**src/rtl/cu_cmd_ctrl_if.sv**
```systemverilog
// Arbiter <-> CU command bus: request/address/data from the arbiter,
// read data, ack and busy back from the CU.
interface cu_cmd_ctrl_if #(
    parameter int AXI_WIDTH = 64
);
    logic [AXI_WIDTH-1:0] ar2cu_data_out;
    logic                 ar2cu_data_out_valid;
    logic [AXI_WIDTH-1:0] ar2cu_addr;
    logic                 ar2cu_addr_valid;
    logic                 ar2cu_wr_rqst;
    logic                 ar2cu_rd_rqst;
    logic [AXI_WIDTH-1:0] cu2ar_data_in;
    logic                 cu2ar_data_in_valid;
    logic                 cu2ar_ack;
    logic                 cu2ar_busy;

    modport master (
        output ar2cu_data_out, ar2cu_data_out_valid, ar2cu_addr, ar2cu_addr_valid,
               ar2cu_wr_rqst, ar2cu_rd_rqst,
        input  cu2ar_data_in, cu2ar_data_in_valid, cu2ar_ack, cu2ar_busy
    );

    modport slave (
        input  ar2cu_data_out, ar2cu_data_out_valid, ar2cu_addr, ar2cu_addr_valid,
               ar2cu_wr_rqst, ar2cu_rd_rqst,
        output cu2ar_data_in, cu2ar_data_in_valid, cu2ar_ack, cu2ar_busy
    );
endinterface

```
**src/rtl/cu_cmd_ctrl.sv**
```systemverilog
// CU command front end: captures arbiter requests, owns the CU register bank
// (CTRL / STATUS / config) and runs the workload start/done handshake.
module cu_cmd_ctrl #(
    parameter int AXI_WIDTH = 64,
    parameter int NUM_REGS  = 16,
    parameter int ADDR_LSB  = 3
) (
    input  logic                          clk,
    input  logic                          rstn,
    cu_cmd_ctrl_if.slave                  bus,
    output logic                          cu2ar_start_wl,
    input  logic                          wl_done,
    output logic [NUM_REGS*AXI_WIDTH-1:0] cfg_regs
);
    localparam int IDX_W  = $clog2(NUM_REGS);
    localparam int HI_LSB = ADDR_LSB + IDX_W;

    typedef enum logic [1:0] {S_IDLE, S_WRITE, S_READ, S_ACK} state_t;

    state_t               r_state, w_state_next;
    logic [AXI_WIDTH-1:0] r_addr, r_data, r_rd_data;
    logic                 r_addr_ok, r_data_ok, r_is_read;
    logic                 r_running, r_done, r_start_err, r_start_wl;

    logic                 w_addr_ok, w_data_ok, w_wr_go, w_rd_go;
    logic [IDX_W-1:0]     w_idx;
    logic                 w_in_range, w_wr_en, w_sel_ctrl, w_sel_stat;
    logic                 w_done_evt, w_run_eff, w_start_req, w_start_ok, w_start_rej;
    logic                 w_clr_done, w_clr_err;
    logic [AXI_WIDTH-1:0] w_rd_val;
    logic [AXI_WIDTH-1:0] w_reg [NUM_REGS];
    logic                 w_unused_lsb;

    // This cycle's valids count toward the decision, so capture and accept can coincide
    always_comb begin
        w_addr_ok = bus.ar2cu_addr_valid | r_addr_ok;
        w_data_ok = bus.ar2cu_data_out_valid | r_data_ok;
        w_wr_go   = bus.ar2cu_wr_rqst & w_addr_ok & w_data_ok;
        w_rd_go   = bus.ar2cu_rd_rqst & w_addr_ok & ~w_wr_go;
    end

    always_ff @(posedge clk) begin
        if (!rstn) begin
            r_addr    <= '0;
            r_data    <= '0;
            r_addr_ok <= 1'b0;
            r_data_ok <= 1'b0;
            r_is_read <= 1'b0;
        end else if (r_state == S_IDLE) begin
            if (bus.ar2cu_addr_valid) begin
                r_addr    <= bus.ar2cu_addr;
                r_addr_ok <= 1'b1;
            end
            if (bus.ar2cu_data_out_valid) begin
                r_data    <= bus.ar2cu_data_out;
                r_data_ok <= 1'b1;
            end
            if (w_wr_go || w_rd_go) begin
                r_is_read <= w_rd_go;
            end
        end else if (r_state == S_ACK) begin
            r_addr_ok <= 1'b0;
            r_data_ok <= 1'b0;
        end
    end

    always_ff @(posedge clk) begin
        if (!rstn) begin
            r_state <= S_IDLE;
        end else begin
            r_state <= w_state_next;
        end
    end

    always_comb begin
        w_state_next = r_state;
        case (r_state)
            S_IDLE: begin
                if (w_wr_go) begin
                    w_state_next = S_WRITE;
                end else if (w_rd_go) begin
                    w_state_next = S_READ;
                end
            end
            S_WRITE: w_state_next = S_ACK;
            S_READ:  w_state_next = S_ACK;
            S_ACK:   w_state_next = S_IDLE;
            default: w_state_next = S_IDLE;
        endcase
    end

    always_comb begin
        bus.cu2ar_ack           = (r_state == S_ACK);
        bus.cu2ar_data_in_valid = (r_state == S_ACK) & r_is_read;
        bus.cu2ar_busy          = (r_state != S_IDLE);
    end

    // Any address bit above the index field means index >= NUM_REGS (NUM_REGS is a power of two)
    assign w_idx        = r_addr[ADDR_LSB +: IDX_W];
    assign w_in_range   = (r_addr[AXI_WIDTH-1:HI_LSB] == '0);
    assign w_unused_lsb = ^r_addr[ADDR_LSB-1:0];
    assign w_wr_en      = (r_state == S_WRITE) & w_in_range;
    assign w_sel_ctrl   = w_wr_en & (w_idx == IDX_W'(0));
    assign w_sel_stat   = w_wr_en & (w_idx == IDX_W'(1));

    // wl_done retires the running workload before a coincident START is judged
    assign w_done_evt  = wl_done & r_running;
    assign w_run_eff   = r_running & ~wl_done;
    assign w_start_req = w_sel_ctrl & r_data[0];
    assign w_start_ok  = w_start_req & ~w_run_eff;
    assign w_start_rej = w_start_req & w_run_eff;
    assign w_clr_done  = w_sel_stat & r_data[1];
    assign w_clr_err   = w_sel_stat & r_data[2];

    always_ff @(posedge clk) begin
        if (!rstn) begin
            r_running   <= 1'b0;
            r_done      <= 1'b0;
            r_start_err <= 1'b0;
            r_start_wl  <= 1'b0;
        end else begin
            r_running   <= w_start_ok | w_run_eff;
            r_done      <= (r_done & ~w_clr_done) | w_done_evt;
            r_start_err <= (r_start_err & ~w_clr_err) | w_start_rej;
            r_start_wl  <= w_start_ok;
        end
    end

    assign cu2ar_start_wl = r_start_wl;

    generate
        for (genvar gi = 0; gi < NUM_REGS; gi++) begin : g_reg
            if (gi == 0) begin : g_ctrl
                assign w_reg[gi] = '0;
            end else if (gi == 1) begin : g_status
                assign w_reg[gi] = {{(AXI_WIDTH-3){1'b0}}, r_start_err, r_done, r_running};
            end else begin : g_cfg
                logic [AXI_WIDTH-1:0] r_cfg;
                always_ff @(posedge clk) begin
                    if (!rstn) begin
                        r_cfg <= '0;
                    end else if (w_wr_en && (w_idx == IDX_W'(gi))) begin
                        r_cfg <= r_data;
                    end
                end
                assign w_reg[gi] = r_cfg;
            end
            assign cfg_regs[gi*AXI_WIDTH +: AXI_WIDTH] = w_reg[gi];
        end
    endgenerate

    assign w_rd_val = w_in_range ? w_reg[w_idx] : '0;

    always_ff @(posedge clk) begin
        if (!rstn) begin
            r_rd_data <= '0;
        end else if (r_state == S_READ) begin
            r_rd_data <= w_rd_val;
        end
    end

    assign bus.cu2ar_data_in = r_rd_data;
endmodule

```
**src/flat_wrapper.sv**
```systemverilog
// flat-port wrapper written by rule: the top's interface ports become plain ports
module cu_cmd_ctrl_flat 
#(
    parameter int AXI_WIDTH = 64,
    parameter int NUM_REGS  = 16,
    parameter int ADDR_LSB  = 3
)
  (clk, rstn, cu2ar_start_wl, wl_done, cfg_regs, bus_ar2cu_data_out, bus_ar2cu_data_out_valid, bus_ar2cu_addr, bus_ar2cu_addr_valid, bus_ar2cu_wr_rqst, bus_ar2cu_rd_rqst, bus_cu2ar_data_in, bus_cu2ar_data_in_valid, bus_cu2ar_ack, bus_cu2ar_busy);
  cu_cmd_ctrl_if #(.AXI_WIDTH(AXI_WIDTH)) bus_i ();
  input  logic clk;
  input  logic rstn;
  output logic cu2ar_start_wl;
  input  logic wl_done;
  output logic [NUM_REGS*AXI_WIDTH-1:0] cfg_regs;
  input wire logic [$bits(bus_i.ar2cu_data_out)-1:0] bus_ar2cu_data_out;
  input wire logic [$bits(bus_i.ar2cu_data_out_valid)-1:0] bus_ar2cu_data_out_valid;
  input wire logic [$bits(bus_i.ar2cu_addr)-1:0] bus_ar2cu_addr;
  input wire logic [$bits(bus_i.ar2cu_addr_valid)-1:0] bus_ar2cu_addr_valid;
  input wire logic [$bits(bus_i.ar2cu_wr_rqst)-1:0] bus_ar2cu_wr_rqst;
  input wire logic [$bits(bus_i.ar2cu_rd_rqst)-1:0] bus_ar2cu_rd_rqst;
  output wire logic [$bits(bus_i.cu2ar_data_in)-1:0] bus_cu2ar_data_in;
  output wire logic [$bits(bus_i.cu2ar_data_in_valid)-1:0] bus_cu2ar_data_in_valid;
  output wire logic [$bits(bus_i.cu2ar_ack)-1:0] bus_cu2ar_ack;
  output wire logic [$bits(bus_i.cu2ar_busy)-1:0] bus_cu2ar_busy;
  assign bus_i.ar2cu_data_out = bus_ar2cu_data_out;
  assign bus_i.ar2cu_data_out_valid = bus_ar2cu_data_out_valid;
  assign bus_i.ar2cu_addr = bus_ar2cu_addr;
  assign bus_i.ar2cu_addr_valid = bus_ar2cu_addr_valid;
  assign bus_i.ar2cu_wr_rqst = bus_ar2cu_wr_rqst;
  assign bus_i.ar2cu_rd_rqst = bus_ar2cu_rd_rqst;
  assign bus_cu2ar_data_in = bus_i.cu2ar_data_in;
  assign bus_cu2ar_data_in_valid = bus_i.cu2ar_data_in_valid;
  assign bus_cu2ar_ack = bus_i.cu2ar_ack;
  assign bus_cu2ar_busy = bus_i.cu2ar_busy;
  cu_cmd_ctrl #(.AXI_WIDTH(AXI_WIDTH), .NUM_REGS(NUM_REGS), .ADDR_LSB(ADDR_LSB)) u_core (.clk(clk), .rstn(rstn), .bus(bus_i), .cu2ar_start_wl(cu2ar_start_wl), .wl_done(wl_done), .cfg_regs(cfg_regs));
endmodule
```
**config.mk**
```make
export PLATFORM = sky130hd
export DESIGN_NAME = cu_cmd_ctrl_flat
export DESIGN_NICKNAME = d
export VERILOG_FILES = /design/src/rtl/cu_cmd_ctrl_if.sv /design/src/rtl/cu_cmd_ctrl.sv /design/src/flat_wrapper.sv
export SDC_FILE = /design/constraint.sdc
export NUM_CORES = 2
export LEC_CHECK = 0
export BUFFER_PORTS_ARGS = -buffer_cell sky130_fd_sc_hd__buf_4
export CAP_MARGIN = 15
export CORE_AREA = 3 3 483 485
export CTS_BUF_LIST = sky130_fd_sc_hd__clkbuf_4
export CTS_CLUSTER_DIAMETER = 150
export CTS_CLUSTER_SIZE = 16
export DETAILED_ROUTE_END_ITERATION = 16
export DIE_AREA = 0 0 486 488
export MAX_ROUTING_LAYER = met4
export PLACE_DENSITY = 0.37
export SYNTH_ARGS = -nofsm -noshare
export SYNTH_HDL_FRONTEND = slang
export SYNTH_SLANG_ARGS = --single-unit
```
**constraint.sdc**
```tcl
create_clock -name clk -period 2.5 [get_ports clk]
set_input_delay 0.625 -clock clk [delete_from_list [all_inputs] [get_ports clk]]
set_output_delay 0.625 -clock clk [all_outputs]
set_load 0.01 [all_outputs]
```
# Word level (Yosys, flattened, before mapping)
# Index checks and enable logic that the tools add are counted.
# classes
magnitude_cmp	1
reduce_logical	26
n_mux	12
bitwise_logic	28
eq_ne	21
# op_table
op	count
binary-select mux 64 bit (select 4 bit)	1
2-to-1 mux 64 bit	3
logical NOT 57 bit	1
== test 4 bit, second input constant	8
bitwise AND 1 bit	17
== test 4 x 3 -> 1 bit, second input constant	4
logical AND 1 bit	14
AND reduction 2 bit	5
== test 4 x 2 -> 1 bit, second input constant	2
case mux 2 bit (3 select lines)	1
>= comparator 5 bit, second input constant	1
2-to-1 mux 1 bit	5
NOT 1 bit	5
NOT 4 -> 5 bit	1
OR 1 bit	5
== test 2 bit, second input constant	2
== test 4 x 1 -> 1 bit, second input constant	1
logical NOT 4 bit	1
2-to-1 mux 2 bit	2
inequality test 2 bit, second input constant	2
nonzero test 2 bit	2
inequality test 3 x 1 -> 1 bit, second input constant	1
== test 2 x 1 -> 1 bit, second input constant	1
logical NOT 2 bit	1
2 further kinds	2
# totals
wordCells	113
reg_bits	1097
out_inout_bits	1092

# Longest topological paths before layout
# logic_depth
ltp_word	8
depth_mapped	8
depth_no_buf	5

# Least setup slack after synthesis
# No wires, ideal clock.
# synth_path
path_type	register -> register
from	register u_core.r_addr[3]
to	register u_core.r_rd_data[16], in the netlist u_core.bus.cu2ar_data_in[16]
arrival_ps	1992
stages_incl_launch_ff	8
setup_slack_ps	391
setup_time_ps	117
synth_period_minus_slack_ps	2109
path_cell_list	dfxtp_1 > buf_2 > buf_2 > buf_2 > mux4_2 > nor2_1 > a21oi_1 > a32o_1
# synth_between
elab_chain_cells	5
# synth_lines
item	line	source
start: declaration	cu_cmd_ctrl.sv:21	logic [AXI_WIDTH-1:0] r_addr, r_data, r_rd_data;
start signal: assignment	cu_cmd_ctrl.sv:51	r_addr <= bus.ar2cu_addr;
NOT 4 -> 5 bit (implied by the code)	cu_cmd_ctrl.sv:152	assign w_rd_val = w_in_range ? w_reg[w_idx] : '0;
binary-select mux 64 bit (select 4 bit)	cu_cmd_ctrl.sv:152	
2-to-1 mux 64 bit (implied by the code) (2 in a row)	cu_cmd_ctrl.sv:152	
2-to-1 mux 64 bit	cu_cmd_ctrl.sv:152	
end signal: assignment	cu_cmd_ctrl.sv:158	r_rd_data <= w_rd_val;
end: declaration	cu_cmd_ctrl.sv:21	
# No other way between the ends. The select of a mux whose other input is x is not followed.
# A chain may end at the register's enable or synchronous reset.

# Worst setup path after layout
# layout_path
from	register u_core.r_addr[53]
to	register u_core.g_reg[10].g_cfg.r_cfg[26]
# layout_between
elab_chain_cells	3
# layout_lines
item	line	source
logical NOT 57 bit	cu_cmd_ctrl.sv:100	assign w_in_range = (r_addr[AXI_WIDTH-1:HI_LSB] == '0);
bitwise AND 1 bit	cu_cmd_ctrl.sv:102	assign w_wr_en = (r_state == S_WRITE) & w_in_range;
logical AND 1 bit	cu_cmd_ctrl.sv:142	end else if (w_wr_en && (w_idx == IDX_W'(gi))) begin
end signal: assignment	cu_cmd_ctrl.sv:143	r_cfg <= r_data;
end: declaration	cu_cmd_ctrl.sv:138	logic [AXI_WIDTH-1:0] r_cfg;
# No other way between the ends.

==> impl_metrics.py <==
metrics = {
    "synth": {
        "synthXorXnorAreaFrac_pct": 0,
        "synth-seq-cells": 1094,
        "synth_commonest_cells": "nand2_1 (1217), dfxtp_1 (1094), mux2i_1 (959), clkbuf_1 (270), mux4_2 (192)",
        "synth-simple-area-share_pct": 11.1,
        "syn_area_sq_um": 46900,
        "synthCells": 4476,
        "synth-compound-area-share_pct": 5.65,
        "synth.largest_area_cell": "dfxtp_1",
        "muxShareOfSynthArea_pct": 29.7,
        "yosysUniqueCellTypes": 39,
        "synth_adder_area_share_pct": 0.107,
        "synth_top_area_share_pct": 46.7,
        "syn_avg_cell_area_sq_um": 10.5,
        "ys_seq_area_share_pct": 46.7,
        "synth_edf_count": 0,
        "synth_ff_type": "dfxtp_1",
        "synth_area_leaders": "dfxtp_1 (47%), mux2i_1 (20%), nand2_1 (9.7%)",
        "synth_warnings": 0,
        "yosysMostFrequentCell": "nand2_1",
        "async_reset_ff_share_pct": 0,
        "synth_top_family_by_area": "multiplexers",
    },
    "cts": {
        "htree_levels": 3,
        "clkSinkCount": 1094,
        "cts_buffers": 79,
        "tritoncts": "done",
        "clk_pin_slew_ns": 0.19,
        "cts_root_buf": "clkbuf_4",
        "worstSkewPairLatency_ns": 1.24,
        "clock_path_buffers": 3,
    },
    "critical_path": {
        "critical_path_class": "reg2reg",
        "max_stage_delay_ns": 0.36,
        "critPathCapture": "u_core.g_reg[10].g_cfg.r_cfg[26]$_SDFFE_PN0P_",
        "r2r_setup_slack_ns": -0.23,
        "slowest_stage": "dfxtp_1",
        "reg2reg_to": "u_core.g_reg[10].g_cfg.r_cfg[26]$_SDFFE_PN0P_",
        "path_cells": "nor4_2, buf_4, nand4_1, nor4_4, buf_6, buf_12, nand4_1, buf_4, buf_16, buf_16, buf_16, mux2i_1",
        "cp_top_family": "buffers and inverters",
        "startpoint_type": "flop",
        "rr_startpoint": "u_core.r_addr[53]$_SDFFE_PN0P_",
        "cp-startpoint": "u_core.r_addr[53]$_SDFFE_PN0P_",
        "crit_top_cell": "buf_16",
        "cp.buffers_inverters": 7,
        "cp_num_cells": 12,
        "crit_arrival_ns": 3.74,
        "cp_max_fo": 6,
        "crit_path_end_kind": "flop",
        "required_ns": 3.51,
        "reg2reg_depth": 12,
    },
    "placed_design": {
        "dp_worst_setup_slack_ns": -0.319,
        "place_inst": 8459,
        "place_area_sq_um": 59900,
        "dp_hpwl_microns": 188000,
        "portBuffers": 1098,
        "place_congestion": 0.841,
    },
    "pwr": {
        "total_power_w": 0.0337,
        "pwr-share-clk_pct": 24.2,
        "intPower_w": 0.0224,
        "seq_power_share_pct": 53.6,
        "p_switching_w": 0.0113,
        "cellPowerDensity_nw_per_um2": 495,
        "comb_power_share_pct": 22.2,
        "power_leakage_nw": 30.7,
        "ir_drop_uv": 393,
        "p_sw_share_pct": 33.5,
    },
    "min_path": {
        "hold_class": "in2reg",
        "whs_path_depth": 5,
    },
    "route": {
        "drt_iter0_drc": 2695,
        "dr_total_vias": 40500,
        "drcViolationCount": 0,
        "firstDrtPassIters": 6,
        "routed_wl_microns": 277000,
        "drtAntennaViolNets": 0,
        "via_per_inst": 4.47,
        "wire_per_inst_microns": 30.5,
    },
    "grt": {
        "grt_pass1_wl_microns": 355000,
        "grtUsageTotal_pct": 22.0,
        "grt_max_degree": 76,
        "overflow": 0,
        "antenna_found_initial": 27,
        "grt_pass1_vias": 40300,
    },
    "timing": {
        "worst_slack_ns": -0.234,
        "max_freq_mhz": 366,
        "finClkSkew_ns": 0.161,
        "tightest_slew_ns": 0.935,
        "grt_setup_unrepaired": "true",
        "hold_viol": 0,
        "setup-violations-final": 686,
        "period_share_pct": 109,
        "final_max_slew_viol_count": 0,
        "slew_headroom_pct": 37.5,
        "setup_tns_ns": -46.17,
        "post-route-min-period_ns": 2.73,
    },
    "run": {
        "cap_violations": 0,
    },
    "layout": {
        "fin_nets": 6140,
        "area_delta_synth_final_pct": 45.3,
        "fin_area_sq_um": 68200,
        "fin_cells": 9063,
        "drive_gt1_share_pct": 33.8,
    },
    "floorplanning": {
        "rows": 176,
        "die_h_microns": 488,
        "die_w_microns": 486,
        "core-area_sq_um": 230000,
        "dieArea_sq_um": 237000,
        "initial_core_util_pct": 20.4,
        "io_pins": 1227,
    },
    "run_status": {
        "status": "finished with violations",
        "violations": "setup timing",
    },
}
==> power by group through the flow <==
stage	registers [W]	logic [W]	clock network [W]
after floorplan	0.0184	0.00372	0
after global placement	0.0185	0.00668	0
after detailed placement	0.0185	0.00669	0
after CTS	0.0181	0.00759	0.00870
after global routing	0.0181	0.00804	0.00916
final	0.0181	0.00747	0.00818
==> cell type report <==
class                           count  area (sq um)
Clock buffer                       80           601
Clock inverter                     12           129
Tap cell                         3026          3790
Fill cell                       24100        162000
Inverter                            5          21.3
Timing Repair Buffer             1863         18800
Multi-Input combinational cell   2958         22500
Sequential cell                  1094         22300
Antenna cell                       25          62.6
==> logic make-up after synthesis <==
logic type / Yosys count
muxes: 1154
adders and majority gates: 4
other: 1
DFF: 1094
buffers and inverters: 548
and+or+nand+nor: 1342
AOI/OAI and AO/OA: 333
==> layer usage <==
metal	GRT usage, %	wire (microns)	share of wire, %	up-vias
li1	-	-	-	18300
met1	26.7	119000	43	20700
met2	36.0	131000	47	1360
met3	6.18	21000	7.6	201
met4	5.11	5820	2.1	0
met5	-	0	0	-
==> stage by stage <==
step                util (%)  hold slack [ns]
finish                  29.7            0.402
global route            29.7            0.253
CTS                     29.0            0.154
detailed placement      26.1            0.456
global placement        26.1            0.450
floorplan                  -            0.443
==> flip-flops by register name, indices dropped and copies added (netlist names) <==
| signal | cells |
|---|---|
| u_core.r_addr_ok | 1 |
| u_core.r_is_read | 1 |
| u_core.r_done | 1 |
| u_core.r_data_ok | 1 |
| u_core.r_addr | 61 |
| u_core.bus.cu2ar_data_in | 64 |
| u_core.r_state | 2 |
| u_core.cu2ar_start_wl | 1 |
| u_core.r_start_err | 1 |
| u_core.g.g_cfg.r_cfg | 896 |
| u_core.r_running | 1 |
| u_core.r_data | 64 |
==> cell usage in the layout, fill, tap and decap left out, types with 25 or more instances in the layout <==
cell type,synthesis,layout
a21boi_0,127,127
clkbuf_4,0,80
dfxtp_2,0,35
mux2i_1,959,957
nand2_1,1217,1215
buf_4,136,1197
mux4_2,192,192
buf_12,0,142
buf_16,0,52
dfxtp_4,0,83
a221o_1,63,63
buf_8,0,30
diode_2,0,25
nor2_1,66,66
dlygate4sd3_1,0,267
buf_6,70,146
a21oi_1,64,64
clkbuf_16,0,28
a32o_1,61,61
conb_1,1,125
dfxtp_1,1094,976
==> how the worst min path moves through the flow <==
| stage | slack [ns] | endpoint | from |
|---|---|---|---|
| final | 0.40 | u_core.r_running$_SDFF_PN0_ | wl_done |
| after floorplan | 0.44 | u_core.r_addr[49]$_SDFFE_PN0P_ | u_core.r_addr[49]$_SDFFE_PN0P_ |
| after CTS | 0.15 | u_core.g_reg[2].g_cfg.r_cfg[48]$_SDFFE_PN0P_ | rstn |
| after global placement | 0.45 | u_core.r_data[63]$_SDFFE_PN0P_ | u_core.r_data[63]$_SDFFE_PN0P_ |
| after detailed placement | 0.46 | u_core.r_addr[63]$_SDFFE_PN0P_ | u_core.r_addr[63]$_SDFFE_PN0P_ |
| after global routing | 0.25 | u_core.g_reg[2].g_cfg.r_cfg[48]$_SDFFE_PN0P_ | rstn |
==> tightest hold or removal path: stages <==
cell	delay, ns
dlygate4sd3_1	0.58
buf_4	0.14
nor2b_1	0.05
nand2_1	0.06
nand2_1	0.04
==> repair_timing <==
item	CTS	global route
buffers inserted	126	62
hold buffers	267	0
setup endpoints to repair	1821	1733
hold endpoints to repair	429	0
gates resized for setup	426	158
pin swaps	11	6
gates cloned	36	31
Power figures use the tool's default switching activity.
